### src/rtl/retry_issue_ctrl.sv
// Issues one latched request on the link and re-issues it on nack/timeout up to MAX_RETRY times.
// Optional feature macro: RETRY_BACKOFF_EN (inserts a BACKOFF_CYC-cycle idle gap before each re-issue).
//
// state     | meaning
// ----------+---------------------------------------------------------------
// S_IDLE    | ready for a new request, timeout counter held clear
// S_SEND    | tx_valid asserted with the latched payload until tx_ready
// S_WAIT    | timeout counter running, waiting for ack / nack / cnt_flag
// S_BACKOFF | (RETRY_BACKOFF_EN only) idle gap before the next re-issue
module retry_issue_ctrl #(
    parameter int DATA_W      = 32,
    parameter int MAX_RETRY   = 3,
    parameter int BACKOFF_CYC = 4
) (
    input  logic                           clk,
    input  logic                           rst_n,
    input  logic                           req_valid,
    output logic                           req_ready,
    input  logic [DATA_W-1:0]              req_data,
    output logic                           tx_valid,
    input  logic                           tx_ready,
    output logic [DATA_W-1:0]              tx_data,
    input  logic                           ack,
    input  logic                           nack,
    output logic                           cnt_clean,
    output logic                           cnt_en,
    input  logic                           cnt_flag,
    output logic                           done,
    output logic                           fail,
    output logic [$clog2(MAX_RETRY+1)-1:0] retry_cnt
);

    localparam int RCW = $clog2(MAX_RETRY + 1);

    generate
        if (MAX_RETRY < 1) begin : g_bad_max_retry
            $error("MAX_RETRY must be at least 1");
        end
        if (BACKOFF_CYC < 1) begin : g_bad_backoff
            $error("BACKOFF_CYC must be at least 1");
        end
    endgenerate

`ifdef RETRY_BACKOFF_EN
    typedef enum logic [1:0] {S_IDLE, S_SEND, S_WAIT, S_BACKOFF} state_t;
    localparam int BW = $clog2(BACKOFF_CYC + 1);
    logic [BW-1:0] bo_q, bo_d;
`else
    typedef enum logic [1:0] {S_IDLE, S_SEND, S_WAIT} state_t;
`endif

    state_t             state_q, state_d;
    logic [RCW-1:0]     retry_q, retry_d;
    logic [DATA_W-1:0]  data_q, data_d;
    logic               done_q, done_d;
    logic               fail_q, fail_d;
    logic               retry_left;

    assign retry_left = (retry_q < RCW'(MAX_RETRY));

    always_comb begin
        state_d = state_q;
        retry_d = retry_q;
        data_d  = data_q;
        done_d  = 1'b0;
        fail_d  = 1'b0;
`ifdef RETRY_BACKOFF_EN
        bo_d    = bo_q;
`endif
        case (state_q)
            S_IDLE: begin
                if (req_valid) begin
                    data_d  = req_data;
                    retry_d = '0;
                    state_d = S_SEND;
                end
            end
            S_SEND: begin
                if (tx_ready) state_d = S_WAIT;
            end
            S_WAIT: begin
                // ack wins over nack, nack over timeout
                if (ack) begin
                    done_d  = 1'b1;
                    state_d = S_IDLE;
                end else if (nack || cnt_flag) begin
                    if (retry_left) begin
                        retry_d = retry_q + 1'b1;
`ifdef RETRY_BACKOFF_EN
                        bo_d    = BW'(BACKOFF_CYC - 1);
                        state_d = S_BACKOFF;
`else
                        state_d = S_SEND;
`endif
                    end else begin
                        fail_d  = 1'b1;
                        state_d = S_IDLE;
                    end
                end
            end
`ifdef RETRY_BACKOFF_EN
            S_BACKOFF: begin
                if (bo_q == '0) state_d = S_SEND;
                else            bo_d    = bo_q - 1'b1;
            end
`endif
            default: state_d = S_IDLE;
        endcase
    end

    always_ff @(posedge clk) begin
        if (!rst_n) begin
            state_q <= S_IDLE;
            retry_q <= '0;
            data_q  <= '0;
            done_q  <= 1'b0;
            fail_q  <= 1'b0;
`ifdef RETRY_BACKOFF_EN
            bo_q    <= '0;
`endif
        end else begin
            state_q <= state_d;
            retry_q <= retry_d;
            data_q  <= data_d;
            done_q  <= done_d;
            fail_q  <= fail_d;
`ifdef RETRY_BACKOFF_EN
            bo_q    <= bo_d;
`endif
        end
    end

    // Reset overrides the state decode so the link and counter are quiet immediately
    assign req_ready = rst_n && (state_q == S_IDLE);
    assign tx_valid  = rst_n && (state_q == S_SEND);
    assign cnt_en    = rst_n && (state_q == S_WAIT);
    assign cnt_clean = !rst_n || (state_q == S_IDLE) || ((state_q == S_SEND) && tx_ready);
    assign tx_data   = data_q;
    assign done      = done_q;
    assign fail      = fail_q;
    assign retry_cnt = retry_q;

endmodule

### config.mk
export PLATFORM = sky130hd
export DESIGN_NAME = retry_issue_ctrl
export DESIGN_NICKNAME = d
export VERILOG_FILES = /design/src/rtl/retry_issue_ctrl.sv
export SDC_FILE = /design/constraint.sdc
export NUM_CORES = 1
export LEC_CHECK = 0
export BUFFER_PORTS_ARGS = -buffer_cell sky130_fd_sc_hd__clkbuf_2
export CAP_MARGIN = 20
export CELL_PAD_IN_SITES_DETAIL_PLACEMENT = 1
export CELL_PAD_IN_SITES_GLOBAL_PLACEMENT = 2
export CORE_UTILIZATION = 25
export CTS_CLUSTER_SIZE = 10
export DETAILED_ROUTE_END_ITERATION = 8
export GPL_ROUTABILITY_DRIVEN = 0
export PLACE_DENSITY_LB_ADDON = 0.3
export SETUP_SLACK_MARGIN = 0.15
export SKIP_CTS_REPAIR_TIMING = 1
export SLEW_MARGIN = 10
export SYNTH_ARGS = -nofsm -noshare
export SYNTH_HDL_FRONTEND = slang
export SYNTH_SLANG_ARGS = --single-unit
### constraint.sdc
create_clock -name clk -period 3.9 [get_ports clk]
set_clock_uncertainty 0.1 [all_clocks]
set_input_delay 0.39 -clock clk [delete_from_list [all_inputs] [get_ports clk]]
set_output_delay 0.39 -clock clk [all_outputs]
set_load 0.01 [all_outputs]
==> Word-level counts from Yosys, hierarchy flattened <==
Index checks and enable logic that the tools add are counted.
{ "op_classes": {"eq_ne": 8, "magnitude_cmp": 1, "muxes": 13, "bitwise_logic": 3, "addsub": 1, "reduce_logical": 15} }
{ "ops": {"columns": ["operator", "count"], "rows": [
  ["$mux W2", 8],
  ["$ne A2 B2 Y1 const B", 5],
  ["$pmux W2 S3", 1],
  ["$reduce_and A5 Y1", 1],
  ["$logic_and A1 B1 Y1", 4],
  ["$pmux W2 S2", 1],
  ["$reduce_and A2 Y1", 2],
  ["$reduce_or A4 Y1", 1],
  ["$logic_or A1 B1 Y1", 3],
  ["$mux W1", 3],
  ["$ne A3 B3 Y1 const B", 1],
  ["$not A1 Y1", 3],
  ["$reduce_and A3 Y1", 1],
  ["$add A2 B1 Y2 const B", 1],
  ["$eq A2 B1 Y1 const B", 1],
  ["$eq A2 B2 Y1 const B", 1],
  ["$logic_not A2 Y1", 1],
  ["$lt A2 B2 Y1 const B", 1],
  ["$reduce_bool A2 Y1", 1],
  ["$logic_not A1 Y1", 1]
]} }
{ "word_totals": {"in_bits": 39, "output_inout_bits": 40, "reg_bits": 38} }

==> Logic depth before layout (Yosys ltp) <==
{ "depth": {"word_depth": 5, "mapped_depth": 6, "mapped_depth_nobuf": 4} }

==> Worst setup path after synthesis <==
OpenSTA, ideal clock, no wires.
{ "synth_path": {"path_type": "flip-flop to flip-flop", "from": "register retry_q[0] (netlist: retry_cnt[0])", "to": "register retry_q[0] (netlist: retry_cnt[0])", "synth_period_minus_slack_ns": 1.386, "t_arrival_ns": 1.212, "path_stages_with_launch": 5, "setup_ns": 0.074, "n_path_buf": 0, "slack_ns": 2.514, "cell_sequence": "dfxtp_1 ha_1 nor2_1 or4b_1 a31oi_1"} }
{ "synth_between": {"elab_chain_cells": 5, "word_cells_on_any_way": 8, "cone_classes": "1 x add/sub; 1 x order compare; 1 x eq/ne; 4 x mux; 1 x reduce/logical"} }
{ "synth_rtl": {"columns": ["item", "line_no", "text"], "rows": [
  ["start: declaration", "53", "logic [RCW-1:0] retry_q, retry_d;"],
  ["start signal: assignment", "123", "retry_q <= retry_d;"],
  ["$add A2 B1 Y2", "88", "retry_d = retry_q + 1'b1;"],
  ["$mux W2", "87", "if (retry_left) begin"],
  ["$mux W2", "86", "end else if (nack || cnt_flag) begin"],
  ["$mux W2", "83", "if (ack) begin"],
  ["$pmux W2 S2", "70", "case (state_q)"]
]} }
Several ways; a longest one is shown, not always the timed one. The select of a mux whose other input is x is not followed.
A chain may end at the register's enable or synchronous reset.

==> Final worst setup path <==
{ "layout_path": {"from": "input rst_n", "to": "output cnt_en"} }
{ "layout_between": {"elab_chain_cells": 1} }
{ "layout_rtl": {"columns": ["item", "line_no", "text"], "rows": [
  ["start: declaration", "16", "input logic rst_n,"],
  ["$logic_and A1 B1 Y1", "136", "assign cnt_en = rst_n && (state_q == S_WAIT);"],
  ["end: declaration", "26", "output logic cnt_en,"]
]} }
Every way passes these cells.

==> metrics.md <==
| Metric | Value |
|---|---|
| Multi-input gate area | 606.8 um2 |
| Layout cells sized above 1 | 36.11% |
| Crit path top cell by count | clkbuf_2 |
| CTS buffer count | 5 |
| CP startpoint kind | input port |
| Tcrit/Tclk final | 45.87% |
| Most frequent cells in the layout | clkbuf_2 (78), nand2_1 (65), dfxtp_1 (38), a21oi_1 (33), clkbuf_8 (8) |
| Setup TNS | 0 ps |
| Final net count | 291 |
| Io pins | 79 |
| MaxCap Viol Count | 0 |
| FF+latch area | 760.7 um2 |
| Die Area | 6104 um2 |
| Hpwl dp | 2.702 mm |
| Gr usage total | 13.08% |
| Data arrival, critical path | 1300 ps |
| Final ANT Viol Nets | 0 |
| First-pass GRT wire length | 6.196 mm |
| Max Fclk | 559.0 MHz |
| Routed wl met2 | 1.847 mm |
| Vias per inst | 4.429 |
| RSZ-0062 raised after global routing | no |
| CTS tree | done |
| Synth area leaders | dfxtp_1 (53%), nand2_1 (17%), a21oi_1 (11%), buf_6 (3.1%), buf_2 (1.4%) |
| Least-Margin Pin Slew | 650.7 ps |
| Slowest stage delay, CP | 490 ps |
| # placed instances | 316 |
| Top Metal Used | met4 |
| Row Count | 27 |
| Most common cell after layout, fill and taps aside | clkbuf_2 |
| Net Count, Synth | 216 |
| H-tree depth | 2 |
| Largest net degree at the start of global routing | 38 |
| Hold WC Path Type | in2reg |
| Initial DRC count | 47 |
| Core area | 5540 um2 |
| Fin. Hold Viols | 0 |
| Register bit total from synthesis | 38 |
| Critical Path, Cell by Cell | clkbuf_2, inv_2, nor2_1, clkbuf_2 |
| Buf+Inv Stages, Crit Path | 3 |
| Seq/Total Area, Yosys | 52.50% |
| Cells after synthesis | 176 |
| Mapped Area | 1449 um2 |
| Leak Pwr | 0.9236 nW |
| Met3 wire len | 248 um |
| Area share of the largest cell type after synthesis | 52.50% |
| Layout area overhead | 36.44% |
| Die Span X | 78.13 um |
| Clock Pin Slew Worst Setup and Hold Paths | 80 ps |
| Pre-antenna DRT Iters | 3 |
| Sink Count | 38 |
| Skew-Pair Late Insertion Delay | 280 ps |
| CTS root buffer | clkbuf_8 |
| Vias post-DR | 1435 |
| Count of cell types in the netlist | 27 |
| Reg2reg path depth | 3 |
| Clk buf depth | 2 |
| Global route overflow | 0 |
| ANT cells | 0 |
| Hold Path Stages | 3 |
| Vias in the first global route | 1326 |
| Post-route insts no fill | 324 |
| Largest area contributor in the synthesized netlist | dfxtp_1 |
| Max VDD drop | 0.0001244 V |
| IO Port Bufs | 78 |
| Crit path time final | 1789 ps |
| Yosys warns | 0 |
| WP depth | 4 |
| Wire per inst | 12.10 um |
| Fin. max-slew vios | 0 |
| Syn avg cell area | 8.232 um2 |
| Final Setup Violations | 0 |
| Power density cells | 433.8 nW/um2 |
| Status | finished, final reports clean |
| Worst relative slew slack | 56.56% |
| Crit path max fanout | 37 |
| Initial core utilization | 26.15% |
| Routed metal-1 wirelength | 1.770 mm |
| Drt total wl | 3.920 mm |
| Worst path required time | 3410 ps |
| Die Height | 78.13 um |
| CP max stage cell | inv_2 |
| Initial antenna violation count | 0 |
| CP endpoint kind | output port |
| CP delay by family, top | buffers and inverters |
| Crit path kind | in2out |
| Fill count | 711 |
| DRC | 0 |
==> registers in the layout, indices dropped and copies added (netlist names) <==
name / flops
done: 1
retry_cnt: 2
state_q: 2
tx_data: 32
fail: 1
==> layout make-up <==
| class | instances | share of cell area (%) |
|---|---|---|
| flip-flops and latches | 38 | 38.48 |
| multi-input cells | 125 | 30.70 |
| well taps | 72 | 4.557 |
| repair buffers | 80 | 20.51 |
| clock buffers | 8 | 5.570 |
| inverters | 1 | 0.1899 |
==> cell families after synthesis <==
| family | count (synthesis) | share of synthesized area [%] |
|---|---|---|
| fa+ha+maj | 1 | 0.8634 |
| mux | 1 | 0.6909 |
| flops | 38 | 52.50 |
| buf+inv | 13 | 6.045 |
| compound gates | 38 | 13.73 |
| simple gates | 85 | 26.16 |
==> power breakdown <==
part | internal (mW) | total (mW) | switching, mW
sequential | 0.411 | 0.425 | 0.0143
clock | 0.178 | 0.313 | 0.134
combinational | 0.0512 | 0.120 | 0.0686
total | 0.641 | 0.858 | 0.217
==> final timing paths <==
check                    start           end  slack (ps)
setup / recovery         rst_n        cnt_en        2110
hold / removal    req_data[22]   tx_data[22]         210
setup reg to reg    state_q[1]  retry_cnt[0]        2360
hold reg to reg    tx_data[13]   tx_data[13]         360
==> cells in the mapped netlist <==
cell type  count
mux2i_1        1
nand2_1       65
and3_1         2
nor3_1         1
buf_2          4
or4b_1         1
ha_1           1
and2b_1        1
o311ai_0       1
clkbuf_1       3
o21ai_0        2
buf_6          4
nand3b_1       2
nor3b_2        1
nor2b_1        2
nor3b_1        1
nor2_1         5
dfxtp_1       38
buf_4          1
inv_2          1
nor4_1         1
o31a_1         1
nand3_1        1
or3b_1         1
a31oi_1        1
nand2b_4       1
a21oi_1       33
==> through the flow <==
stage,power (mW),area (um2),util (%),hold slack [ps],setup slack [ps]
after global placement,0.5568,1867,33.69,341.9,2075
after CTS,0.8758,1977,35.68,207.3,2059
final,0.8576,1977,35.68,214.4,2111
after global routing,0.9087,1977,35.68,207.9,1979
after floorplan,0.5042,1449,-,380.5,2514
after detailed placement,0.5578,1867,33.69,349.1,2061
==> per-layer routing <==
layer | vias to the layer above | global-route usage (%)
met5 | - | 0
met4 | 0 | 5.000
met3 | 6 | 4.535
met2 | 44 | 21.32
met1 | 656 | 15.76
li1 | 729 | -
==> tightest hold or removal path, delay by kind of cell <==
| kind | cells | cell delay, ps |
|---|---|---|
| buffers and inverters | 1 | 80 |
| AND/OR/NAND/NOR | 1 | 40 |
| AO/OA/AOI/OAI | 1 | 50 |
Power figures use the tool's default switching activity.
